[src/rtl/wide_add_sequencer_pkg.sv]
// ---------------------------------------------------------------------------
// wide_add_sequencer_pkg
// Shared definitions for the 64-bit sequenced adder: slice geometry, FSM
// state encoding and the operand slice-select helper.
// ---------------------------------------------------------------------------
package wide_add_sequencer_pkg;

  // Slice width is fixed by the carry_select_adder port width.
  localparam int SLICE  = 16;
  localparam int NSLICE = 4;
  localparam int WIDTH  = SLICE * NSLICE;
  localparam int IDX_W  = 2;

  typedef enum logic [1:0] {
    ST_IDLE = 2'd0,
    ST_RUN  = 2'd1,
    ST_DONE = 2'd2
  } state_t;

  // Pick slice number i out of a full-width operand.
  function automatic logic [SLICE-1:0] slice_of(input logic [WIDTH-1:0] v,
                                                input logic [IDX_W-1:0] i);
    logic [SLICE-1:0] r;
    r = v[32'(i) * SLICE +: SLICE];
    return r;
  endfunction

endpackage

[src/rtl/wide_add_sequencer_if.sv]
// ---------------------------------------------------------------------------
// wide_add_sequencer_if
// Request/result bundle between a requester (master) and the sequenced
// adder (slave).
//   start      request pulse
//   a, b, cin  operands and initial carry, latched on an accepted start
//   busy       operation in progress
//   done       one-cycle pulse, sum/cout final
//   sum, cout  result and carry-out of the top bit
// ---------------------------------------------------------------------------
interface wide_add_sequencer_if;
  import wide_add_sequencer_pkg::*;

  logic             start;
  logic [WIDTH-1:0] a;
  logic [WIDTH-1:0] b;
  logic             cin;
  logic             busy;
  logic             done;
  logic [WIDTH-1:0] sum;
  logic             cout;

  modport master (output start, a, b, cin, input busy, done, sum, cout);
  modport slave  (input start, a, b, cin, output busy, done, sum, cout);

endinterface

[src/rtl/wide_add_sequencer_csa.sv]
// ---------------------------------------------------------------------------
// carry_select_adder
// 16-bit carry-select adder built from four 4-bit blocks. The lowest block
// ripples directly; each upper block precomputes its sum for carry-in 0 and
// 1 and the incoming block carry selects between them.
//   i0, i1  16-bit addends
//   cin     carry-in
//   out     {carry, sum[15:0]}
// ---------------------------------------------------------------------------
module carry_select_adder (
  input  logic [15:0] i0,
  input  logic [15:0] i1,
  input  logic        cin,
  output logic [16:0] out
);

  localparam int BLK  = 4;
  localparam int NBLK = 4;

  logic [NBLK:0] blk_c;
  logic [15:0]   s;

  assign blk_c[0] = cin;
  assign {blk_c[1], s[BLK-1:0]} = {1'b0, i0[BLK-1:0]} + {1'b0, i1[BLK-1:0]}
                                  + {4'd0, cin};

  for (genvar g = 1; g < NBLK; g++) begin : g_blk
    logic [BLK:0] r0;
    logic [BLK:0] r1;
    // Both candidate results exist before the block carry arrives.
    assign r0 = {1'b0, i0[g*BLK +: BLK]} + {1'b0, i1[g*BLK +: BLK]};
    assign r1 = r0 + 5'd1;
    assign s[g*BLK +: BLK] = blk_c[g] ? r1[BLK-1:0] : r0[BLK-1:0];
    assign blk_c[g+1]      = blk_c[g] ? r1[BLK]     : r0[BLK];
  end

  assign out = {blk_c[NBLK], s};

endmodule

[src/rtl/wide_add_sequencer.sv]
// ---------------------------------------------------------------------------
// wide_add_sequencer
// 64-bit adder that reuses one 16-bit carry_select_adder over four cycles,
// least-significant slice first, with the slice carry registered between
// passes.
//   clk  rising-edge clock
//   rst  synchronous active-high reset
//   bus  request/result bundle (slave side): start, a, b, cin in;
//        busy, done, sum, cout out (all outputs registered)
// ---------------------------------------------------------------------------
module wide_add_sequencer
  import wide_add_sequencer_pkg::*;
(
  input  logic                 clk,
  input  logic                 rst,
  wide_add_sequencer_if.slave  bus
);

  localparam logic [IDX_W-1:0] LAST_IDX = IDX_W'(NSLICE - 1);

  state_t           state;
  logic [WIDTH-1:0] a_q;
  logic [WIDTH-1:0] b_q;
  logic             carry_q;
  logic [IDX_W-1:0] idx;
  logic [WIDTH-1:0] sum_r;
  logic             cout_r;
  logic             busy_r;
  logic             done_r;

  logic [SLICE-1:0] op_a;
  logic [SLICE-1:0] op_b;
  logic [SLICE:0]   add_out;

  // Operand slice mux feeding the shared adder.
  always_comb begin
    op_a = slice_of(a_q, idx);
    op_b = slice_of(b_q, idx);
  end

  carry_select_adder u_csa (
    .i0  (op_a),
    .i1  (op_b),
    .cin (carry_q),
    .out (add_out)
  );

  // Sequencing FSM, operand latches and result write-back.
  always_ff @(posedge clk) begin
    if (rst) begin
      state   <= ST_IDLE;
      a_q     <= {WIDTH{1'b0}};
      b_q     <= {WIDTH{1'b0}};
      carry_q <= 1'b0;
      idx     <= {IDX_W{1'b0}};
      sum_r   <= {WIDTH{1'b0}};
      cout_r  <= 1'b0;
      busy_r  <= 1'b0;
      done_r  <= 1'b0;
    end else begin
      case (state)
        ST_IDLE, ST_DONE: begin
          if (bus.start) begin
            a_q     <= bus.a;
            b_q     <= bus.b;
            carry_q <= bus.cin;
            idx     <= {IDX_W{1'b0}};
            sum_r   <= {WIDTH{1'b0}};
            cout_r  <= 1'b0;
            state   <= ST_RUN;
            busy_r  <= 1'b1;
            done_r  <= 1'b0;
          end else begin
            state  <= ST_IDLE;
            busy_r <= 1'b0;
            done_r <= 1'b0;
          end
        end
        ST_RUN: begin
          sum_r[32'(idx) * SLICE +: SLICE] <= add_out[SLICE-1:0];
          carry_q <= add_out[SLICE];
          if (idx == LAST_IDX) begin
            cout_r <= add_out[SLICE];
            state  <= ST_DONE;
            busy_r <= 1'b0;
            done_r <= 1'b1;
          end else begin
            idx    <= idx + 2'd1;
            busy_r <= 1'b1;
            done_r <= 1'b0;
          end
        end
        default: begin
          state  <= ST_IDLE;
          busy_r <= 1'b0;
          done_r <= 1'b0;
        end
      endcase
    end
  end

  assign bus.busy = busy_r;
  assign bus.done = done_r;
  assign bus.sum  = sum_r;
  assign bus.cout = cout_r;

endmodule

[src/flat_wrapper.sv]
// flat-port wrapper written by rule: the top's interface ports become plain ports
module wide_add_sequencer_flat import wide_add_sequencer_pkg::*;
  (clk, rst, bus_start, bus_a, bus_b, bus_cin, bus_busy, bus_done, bus_sum, bus_cout);
  wide_add_sequencer_if bus_i ();
  input  logic clk;
  input  logic rst;
  input wire logic [$bits(bus_i.start)-1:0] bus_start;
  input wire logic [$bits(bus_i.a)-1:0] bus_a;
  input wire logic [$bits(bus_i.b)-1:0] bus_b;
  input wire logic [$bits(bus_i.cin)-1:0] bus_cin;
  output wire logic [$bits(bus_i.busy)-1:0] bus_busy;
  output wire logic [$bits(bus_i.done)-1:0] bus_done;
  output wire logic [$bits(bus_i.sum)-1:0] bus_sum;
  output wire logic [$bits(bus_i.cout)-1:0] bus_cout;
  assign bus_i.start = bus_start;
  assign bus_i.a = bus_a;
  assign bus_i.b = bus_b;
  assign bus_i.cin = bus_cin;
  assign bus_busy = bus_i.busy;
  assign bus_done = bus_i.done;
  assign bus_sum = bus_i.sum;
  assign bus_cout = bus_i.cout;
  wide_add_sequencer u_core (.clk(clk), .rst(rst), .bus(bus_i));
endmodule
[config.mk]
export PLATFORM = sky130hd
export DESIGN_NAME = wide_add_sequencer_flat
export DESIGN_NICKNAME = d
export VERILOG_FILES = /design/src/rtl/wide_add_sequencer_pkg.sv /design/src/rtl/wide_add_sequencer_if.sv /design/src/rtl/wide_add_sequencer_csa.sv /design/src/rtl/wide_add_sequencer.sv /design/src/flat_wrapper.sv
export SDC_FILE = /design/constraint.sdc
export NUM_CORES = 1
export LEC_CHECK = 0
export ABC_AREA = 1
export CELL_PAD_IN_SITES_DETAIL_PLACEMENT = 1
export CELL_PAD_IN_SITES_GLOBAL_PLACEMENT = 1
export CORE_MARGIN = 2
export CORE_UTILIZATION = 30
export CTS_CLUSTER_SIZE = 20
export DETAILED_ROUTE_END_ITERATION = 10
export GPL_TIMING_DRIVEN = 0
export MAX_ROUTING_LAYER = met4
export PLACE_DENSITY = 0.78
export SLEW_MARGIN = 20
export SYNTH_ARGS = -nofsm -noshare
export SYNTH_HDL_FRONTEND = slang
export SYNTH_HIERARCHICAL = 1
export SYNTH_SLANG_ARGS = --single-unit
[constraint.sdc]
create_clock -name clk -period 3.55 [get_ports clk]
set_input_delay 0.355 -clock clk [delete_from_list [all_inputs] [get_ports clk]]
set_output_delay 0.355 -clock clk [all_outputs]
set_load 0.02 [all_outputs]
After elaboration in Yosys (flattened, before gate mapping)
Index checks and enable logic that the tools add are counted.
W data, S select, Z words.
{"block": "word_totals", "register_bits": 200, "in_bits": 132, "output_inout_bits": 67, "wordCells": 62}
{"block": "op_classes", "add_sub_neg": 10, "n_eq_ne": 6, "shift": 4, "mux": 24, "bitwise": 1, "reduce_logical": 8}
{"cell": "$pmux W64 S2", "n": 1}
{"cell": "$shiftx A64 B7 Y16", "n": 2}
{"cell": "$bwmux W64", "n": 1}
{"cell": "$mux W64", "n": 1}
{"cell": "$shift A16 B34 Y64 const A", "n": 1}
{"cell": "$shiftx A16 B34 Y64", "n": 1}
{"cell": "$neg A6 Y34", "n": 1}
{"cell": "$add A4 B4 Y5", "n": 4}
{"cell": "$add A5 B1 Y5 const B", "n": 3}
{"cell": "$mux W4", "n": 3}
{"cell": "$mux W1", "n": 10}
{"cell": "$pmux W2 S2", "n": 2}
{"cell": "$mux W2", "n": 3}
{"cell": "$pmux W1 S2", "n": 3}
{"cell": "$reduce_and A3 Y1", "n": 2}
{"cell": "$add A5 B1 Y5", "n": 1}
{"cell": "$eq A2 B2 Y1 const B", "n": 2}
{"cell": "$ne A2 B2 Y1 const B", "n": 2}
{"cell": "$reduce_and A2 Y1", "n": 2}
{"cell": "$reduce_or A2 Y1", "n": 2}
{"cell": "$add A2 B1 Y2 const B", "n": 1}
{"cell": "$eq A2 B1 Y1 const B", "n": 1}
{"cell": "$logic_not A2 Y1", "n": 1}
{"cell": "$ne A2 B1 Y1 const B", "n": 1}
{"cell": "other kinds (2)", "n": 2}

Longest topological paths before layout
{"block": "logic_depth", "word_depth": 9, "mapped_depth": 25, "ltp_nobuf": 22}

Hierarchy
Netlist, hierarchy kept.
{"module": "wide_add_sequencer", "instances": 1, "cells_per_inst": 1183, "area_per_inst_um2": 8623.3, "seq_area_each_um2": 4003.8}
{"module": "carry_select_adder", "instances": 1, "cells_per_inst": 133, "area_per_inst_um2": 1008.5, "seq_area_each_um2": 0.0}

Worst setup path after synthesis
OpenSTA, ideal clock, no wires.
{"block": "synth_timing", "path_type": "register -> register", "from": "register u_core.idx[0]", "to": "register u_core.sum_r[63] (netlist: u_core/bus.sum[63])", "setup_ns": 0.070, "arrival_ns": 3.238, "t_required_ns": 3.480, "path_slack_ns": 0.242, "path_stages_with_launch": 25, "n_path_buf": 3, "synth_period_minus_slack_ns": 3.308, "path_cell_list": "dfxtp_1 -> buf_4 -> inv_4 -> buf_6 -> buf_2 -> nor2_1 -> o22ai_1 -> inv_1 -> fa_1 -> fa_1 -> inv_1 -> nand3_1 -> nand2_2 -> nand2_4 -> nor2_4 -> nand3_4 -> nand2_8 -> nand2_8 -> nand2_4 -> nand2_1 -> nand2_1 -> nand2_1 -> nor2_1 -> nand2_1 -> a21oi_1"}
{"block": "synth_between", "elab_chain_len": 9, "elab_cells_between_ends": 20, "classes_between": "add/sub: 9; shift: 4; mux: 7"}
{"item": "start, declared", "line_no": "wide_add_sequencer.sv:25", "source": "logic [IDX_W-1:0] idx;"}
{"item": "start signal, assigned", "line_no": "wide_add_sequencer.sv:55", "source": "idx <= {IDX_W{1'b0}};"}
{"item": "start signal, assigned", "line_no": "wide_add_sequencer.sv:67", "source": "idx <= {IDX_W{1'b0}};"}
{"item": "start signal, assigned", "line_no": "wide_add_sequencer.sv:88", "source": "idx <= idx + 2'd1;"}
{"item": "$shiftx A64 B7 Y16", "line_no": "wide_add_sequencer_pkg.sv:24", "source": "r = v[32'(i) * SLICE +: SLICE];"}
{"item": "via u_core.op_a[0]", "line_no": "wide_add_sequencer.sv:31", "source": "logic [SLICE-1:0] op_a;"}
{"item": "$add A4 B4 Y5", "line_no": "wide_add_sequencer_csa.sv:24", "source": "assign {blk_c[1], s[BLK-1:0]} = {1'b0, i0[BLK-1:0]} + {1'b0, i1[BLK-1:0]}"}
{"item": "$add A5 B1 Y5", "line_no": "wide_add_sequencer_csa.sv:25", "source": "+ {4'd0, cin};"}
{"item": "$mux W1 (2 in series)", "line_no": "wide_add_sequencer_csa.sv:34", "source": "assign blk_c[g+1] = blk_c[g] ? r1[BLK] : r0[BLK];"}
{"item": "$mux W4", "line_no": "wide_add_sequencer_csa.sv:33", "source": "assign s[g*BLK +: BLK] = blk_c[g] ? r1[BLK-1:0] : r0[BLK-1:0];"}
{"item": "via u_core.add_out[15]", "line_no": "wide_add_sequencer.sv:33", "source": "logic [SLICE:0] add_out;"}
{"item": "$shiftx A16 B34 Y64", "line_no": "wide_add_sequencer.sv:80", "source": "sum_r[32'(idx) * SLICE +: SLICE] <= add_out[SLICE-1:0];"}
{"item": "$bwmux W64", "line_no": "wide_add_sequencer.sv:80"}
{"item": "$pmux W64 S2", "line_no": "wide_add_sequencer.sv:61", "source": "case (state)"}
{"item": "end signal, assigned", "line_no": "wide_add_sequencer.sv:56", "source": "sum_r <= {WIDTH{1'b0}};"}
{"item": "end signal, assigned", "line_no": "wide_add_sequencer.sv:68", "source": "sum_r <= {WIDTH{1'b0}};"}
{"item": "end signal, assigned by index", "line_no": "wide_add_sequencer.sv:80"}
{"item": "end, declared", "line_no": "wide_add_sequencer.sv:26", "source": "logic [WIDTH-1:0] sum_r;"}
The timed path passes the listed nets, and every way through them passes these cells.
A chain may end at the register's enable or synchronous reset.

Worst setup path after layout
{"block": "layout_timing", "from": "register u_core.idx[0]", "to": "register u_core.sum_r[30] (netlist: u_core/bus.sum[30])"}
{"block": "layout_between", "elab_chain_len": 9, "elab_cells_between_ends": 20, "classes_between": "add/sub: 9; shift: 4; mux: 7"}
{"item": "$shiftx A64 B7 Y16", "line_no": "wide_add_sequencer_pkg.sv:24"}
{"item": "via u_core.op_b[0]", "line_no": "wide_add_sequencer.sv:32", "source": "logic [SLICE-1:0] op_b;"}
{"item": "$add A4 B4 Y5", "line_no": "wide_add_sequencer_csa.sv:24"}
{"item": "$add A5 B1 Y5", "line_no": "wide_add_sequencer_csa.sv:25"}
{"item": "$mux W1 (2 in series)", "line_no": "wide_add_sequencer_csa.sv:34"}
{"item": "$mux W4", "line_no": "wide_add_sequencer_csa.sv:33"}
{"item": "via u_core.add_out[14]", "line_no": "wide_add_sequencer.sv:33"}
{"item": "$shiftx A16 B34 Y64", "line_no": "wide_add_sequencer.sv:80"}
{"item": "$bwmux W64", "line_no": "wide_add_sequencer.sv:80"}
{"item": "$pmux W64 S2", "line_no": "wide_add_sequencer.sv:61"}
The timed path passes the listed nets, and every way through them passes these cells.

==> results by group <==
Outcome
  • Outcome: completed

Cells and area
  • Area delta synth->final: 35.72%
  • Fill cells: 3,930
  • # diodes: 0
  • Nets: 1,707
  • Share of cells above drive strength 1: 11.35%

Logic synthesis
  • Mapped cell area: 9632 um^2
  • Top_reg_cell synth: dfxtp_1
  • Mapped Cells: 1,316
  • Share of the synthesized area in the top cell type: 41.57%
  • Count leader, synth: nor2_1
  • Register area share after synthesis: 41.57%
  • Cell taking the most area after synthesis: dfxtp_1
  • Syn Nets: 1,477
  • Synth warn: 6
  • Post-synth EDFFs: 0
  • Mean Syn Cell Area: 7.319 um^2
  • Synth area leaders: dfxtp_1 (42%), nor2_1 (15%), o21ai_0 (10%), nand2_1 (5.3%), nand3_1 (3.7%)
  • Cell variety after synth: 35
  • Synth cell count leaders: nor2_1 (391), dfxtp_1 (200), o21ai_0 (195)
  • Synth async-reset ratio: 0%
  • Synth Register Bits: 200

Setup path
  • Critical path's slowest cell: dfxtp_4
  • Crit path kind: flip-flop to flip-flop
  • Cells along the critical path: buf_12, inv_12, clkbuf_16, o21ai_0, o22ai_1, inv_1, fa_2, fa_2, inv_1, nand3_1, nand2_2, nand2_4, nor2_4, nand2_2, nand2_4, nand3_4, nand2_4, nand2_1, nand2_2, nand2_2, nor2_4, nand2_1, a21oi_1
  • Worst Setup SP: u_core/idx[0]
  • CP Launch Type: flip-flop
  • Critical path buffer and inverter count: 5
  • CP Capture Point: u_core/bus.sum[30]
  • Slowest Stage Delay on Critical Path: 370 ps
  • Worst reg2reg path endpoint: u_core/bus.sum[30]
  • Critical Path End Type: flip-flop
  • R2R Path Start: u_core/idx[0]
  • Crit path depth: 23
  • Most used cell, CP: nand2_2
  • CP required: 3930 ps
  • Critical Path Fanout Max: 10
  • CP delay by family, top: simple AND/OR/NAND/NOR gates
  • R2r worst-path depth: 23
  • R2R setup slack: 160 ps
  • CP Data Arrival Time: 3770 ps

Placed design
  • Global placer's final weighted congestion: 0.8787
  • DP HPWL: 27,790 um
  • PortBufs: 197

Detailed routing
  • Routed Antenna Nets: 0
  • Wire per inst: 18.45 um
  • DR iter-0 viols: 542
  • Vias per cell: 4.946
  • Top Layer Used: met4
  • Routed wl met2: 17,760 um
  • DR vias: 9,700
  • Routed length on met1: 16,080 um
  • # DRC: 0
  • WL final: 36,180 um
  • Met3 wire len: 1470 um
  • Initial DRT Pass Iterations: 4

Power
  • Leak Pwr: 0.005256 uW
  • Peak supply drop: 0.2701 mV
  • Pwr dens: 505.0 nW/um^2

Timing
  • Least-Margin Pin Slew: 571.8 ps
  • RSZ-0062 raised after global routing: true
  • Final setup violation count: 0
  • Layout Skew: 15.91 ps
  • Achievable frequency: 295.2 MHz
  • Final Hold Fails: 0
  • Hold slack: 269.9 ps
  • Period utilization: 95.44%
  • Max-slew violations: 0
  • Crit path time final: 3388 ps
  • Setup Total Neg Slack: 0 ps
  • Slew HR: 61.88%

Floorplanning
  • Total core area: 31,560 um^2
  • Die area: 33,550 um^2
  • Die width: 183.2 um
  • Die Ht: 183.2 um
  • Initial Utilization: 30.52%
  • Core Rows: 65
  • # IOs: 199

Clock network
  • CTS tree: done
  • Bufs on Longest Clock Path: 2
  • CTS Buf Count: 17
  • H-tree depth: 4
  • Clk_lat worst skew: 450 ps
  • Clock root cell: clkbuf_16
  • TritonCTS Sinks: 200
  • Reg clk slew, reported paths: 90 ps
  • Hold Buf Count CTS: 0

GRT
  • Initial antenna violation count: 0
  • Vias in the first global route: 10.02k
  • Largest net degree at the start of global routing: 21
  • Total GRT Usage: 22.20%
  • First-pass GRT wire length: 55,410 um
  • GRT overflow: 0

Flow run
  • Max-cap viol count: 0

Worst hold path
  • Min-delay worst type: input pin to flip-flop
==> placed cells by master (no fill, tap or decap), drive strengths merged <==
master         Yosys  final
nand2            149    149
and2               2      2
nor3b              1      1
clkinv             0      3
buf               55     76
nor2             398    398
nand3             76     76
clkdlybuf4s50      0    197
xnor2              5      5
clkinvlp           0      1
xor2               8      8
a21oi             60     60
nand3b            18     18
o21ai            197    197
nand4              2      2
o22ai             32     32
dfxtp            200    200
ha                24     24
inv               46     55
nor3               2      2
fa                 5      5
bufinv             0      1
clkbuf            36     47
==> layer usage <==
metal / GRT usage, % / up-vias
met5: - / -
met3: 3.237 / 52
li1: - / 4766
met1: 27.15 / 4618
met4: 6.336 / 0
met2: 38.11 / 264
==> metrics by stage <==
stage	area, um^2	util (%)	std cells	total power, uW	setup slack, ps
finish	13070	41.43	1961	6602	161.9
global route	13070	41.43	1961	6917	-9.760
CTS	12980	41.13	1959	6549	3.523
detailed placement	12110	38.37	1915	4400	-808.0
global placement	12110	38.37	1915	4329	-617.1
floorplan	9632	-	1316	3709	241.7
==> cell families (layout without fill, tap and decap cells) <==
| kind of cell | Yosys count | count (layout) | synth area share (%) |
|---|---|---|---|
| adder cells (fa/ha/maj) | 29 | 29 | 4.157 |
| flip-flops | 200 | 200 | 41.57 |
| AND/OR/NAND/NOR | 648 | 648 | 29.14 |
| XOR/XNOR | 13 | 13 | 1.611 |
| AO/OA/AOI/OAI | 289 | 289 | 15.55 |
| buffers and inverters | 137 | 380 | 7.976 |
==> area by class of cell <==
class / instances / area (um^2) / area share (%)
clock inverter: 14 / 175.2 / 1.340
sequential: 200 / 4011 / 30.69
clock buffer: 18 / 429.2 / 3.283
timing repair buffer: 214 / 2100 / 16.06
inverter: 46 / 190.2 / 1.455
tap: 402 / 503.0 / 3.848
buffer: 88 / 686.9 / 5.255
multi-input combinational: 979 / 4977 / 38.07
==> flip-flops by register name, summed over array words and instances, names as in the netlist <==
register	cells
u_core/bus.done	1
u_core/bus.sum	64
u_core/state	2
u_core/b_q	64
u_core/carry_q	1
u_core/bus.cout	1
u_core/a_q	64
u_core/idx	2
u_core/bus.busy	1
==> power by group <==
group | switching [uW] | total, uW | internal (uW)
Combinational | 1270 | 2070 | 807
Clock | 1010 | 2030 | 1020
Sequential | 102 | 2500 | 2390
Total | 2380 | 6600 | 4220
==> timing repair <==
item | in CTS | in global routing
pin swaps | 12 | 12
setup buffers | 12 | 5
gates cloned | 0 | 0
endpoints found under the setup margin | 50 | 38
resized for setup | 57 | 36
==> how the worst min path moves through the flow <==
stage / from / endpoint / slack, ps / cells after the start
finish: rst / u_core/bus.busy / 270 / 2
global route: rst / u_core/state[1] / 280 / 2
CTS: rst / u_core/state[1] / 260 / 2
detailed placement: u_core/b_q[36] / u_core/b_q[36] / 470 / 2
global placement: u_core/b_q[23] / u_core/b_q[23] / 460 / 2
floorplan: u_core/b_q[32] / u_core/b_q[32] / 450 / 2
(Power assumes the default switching activity.)
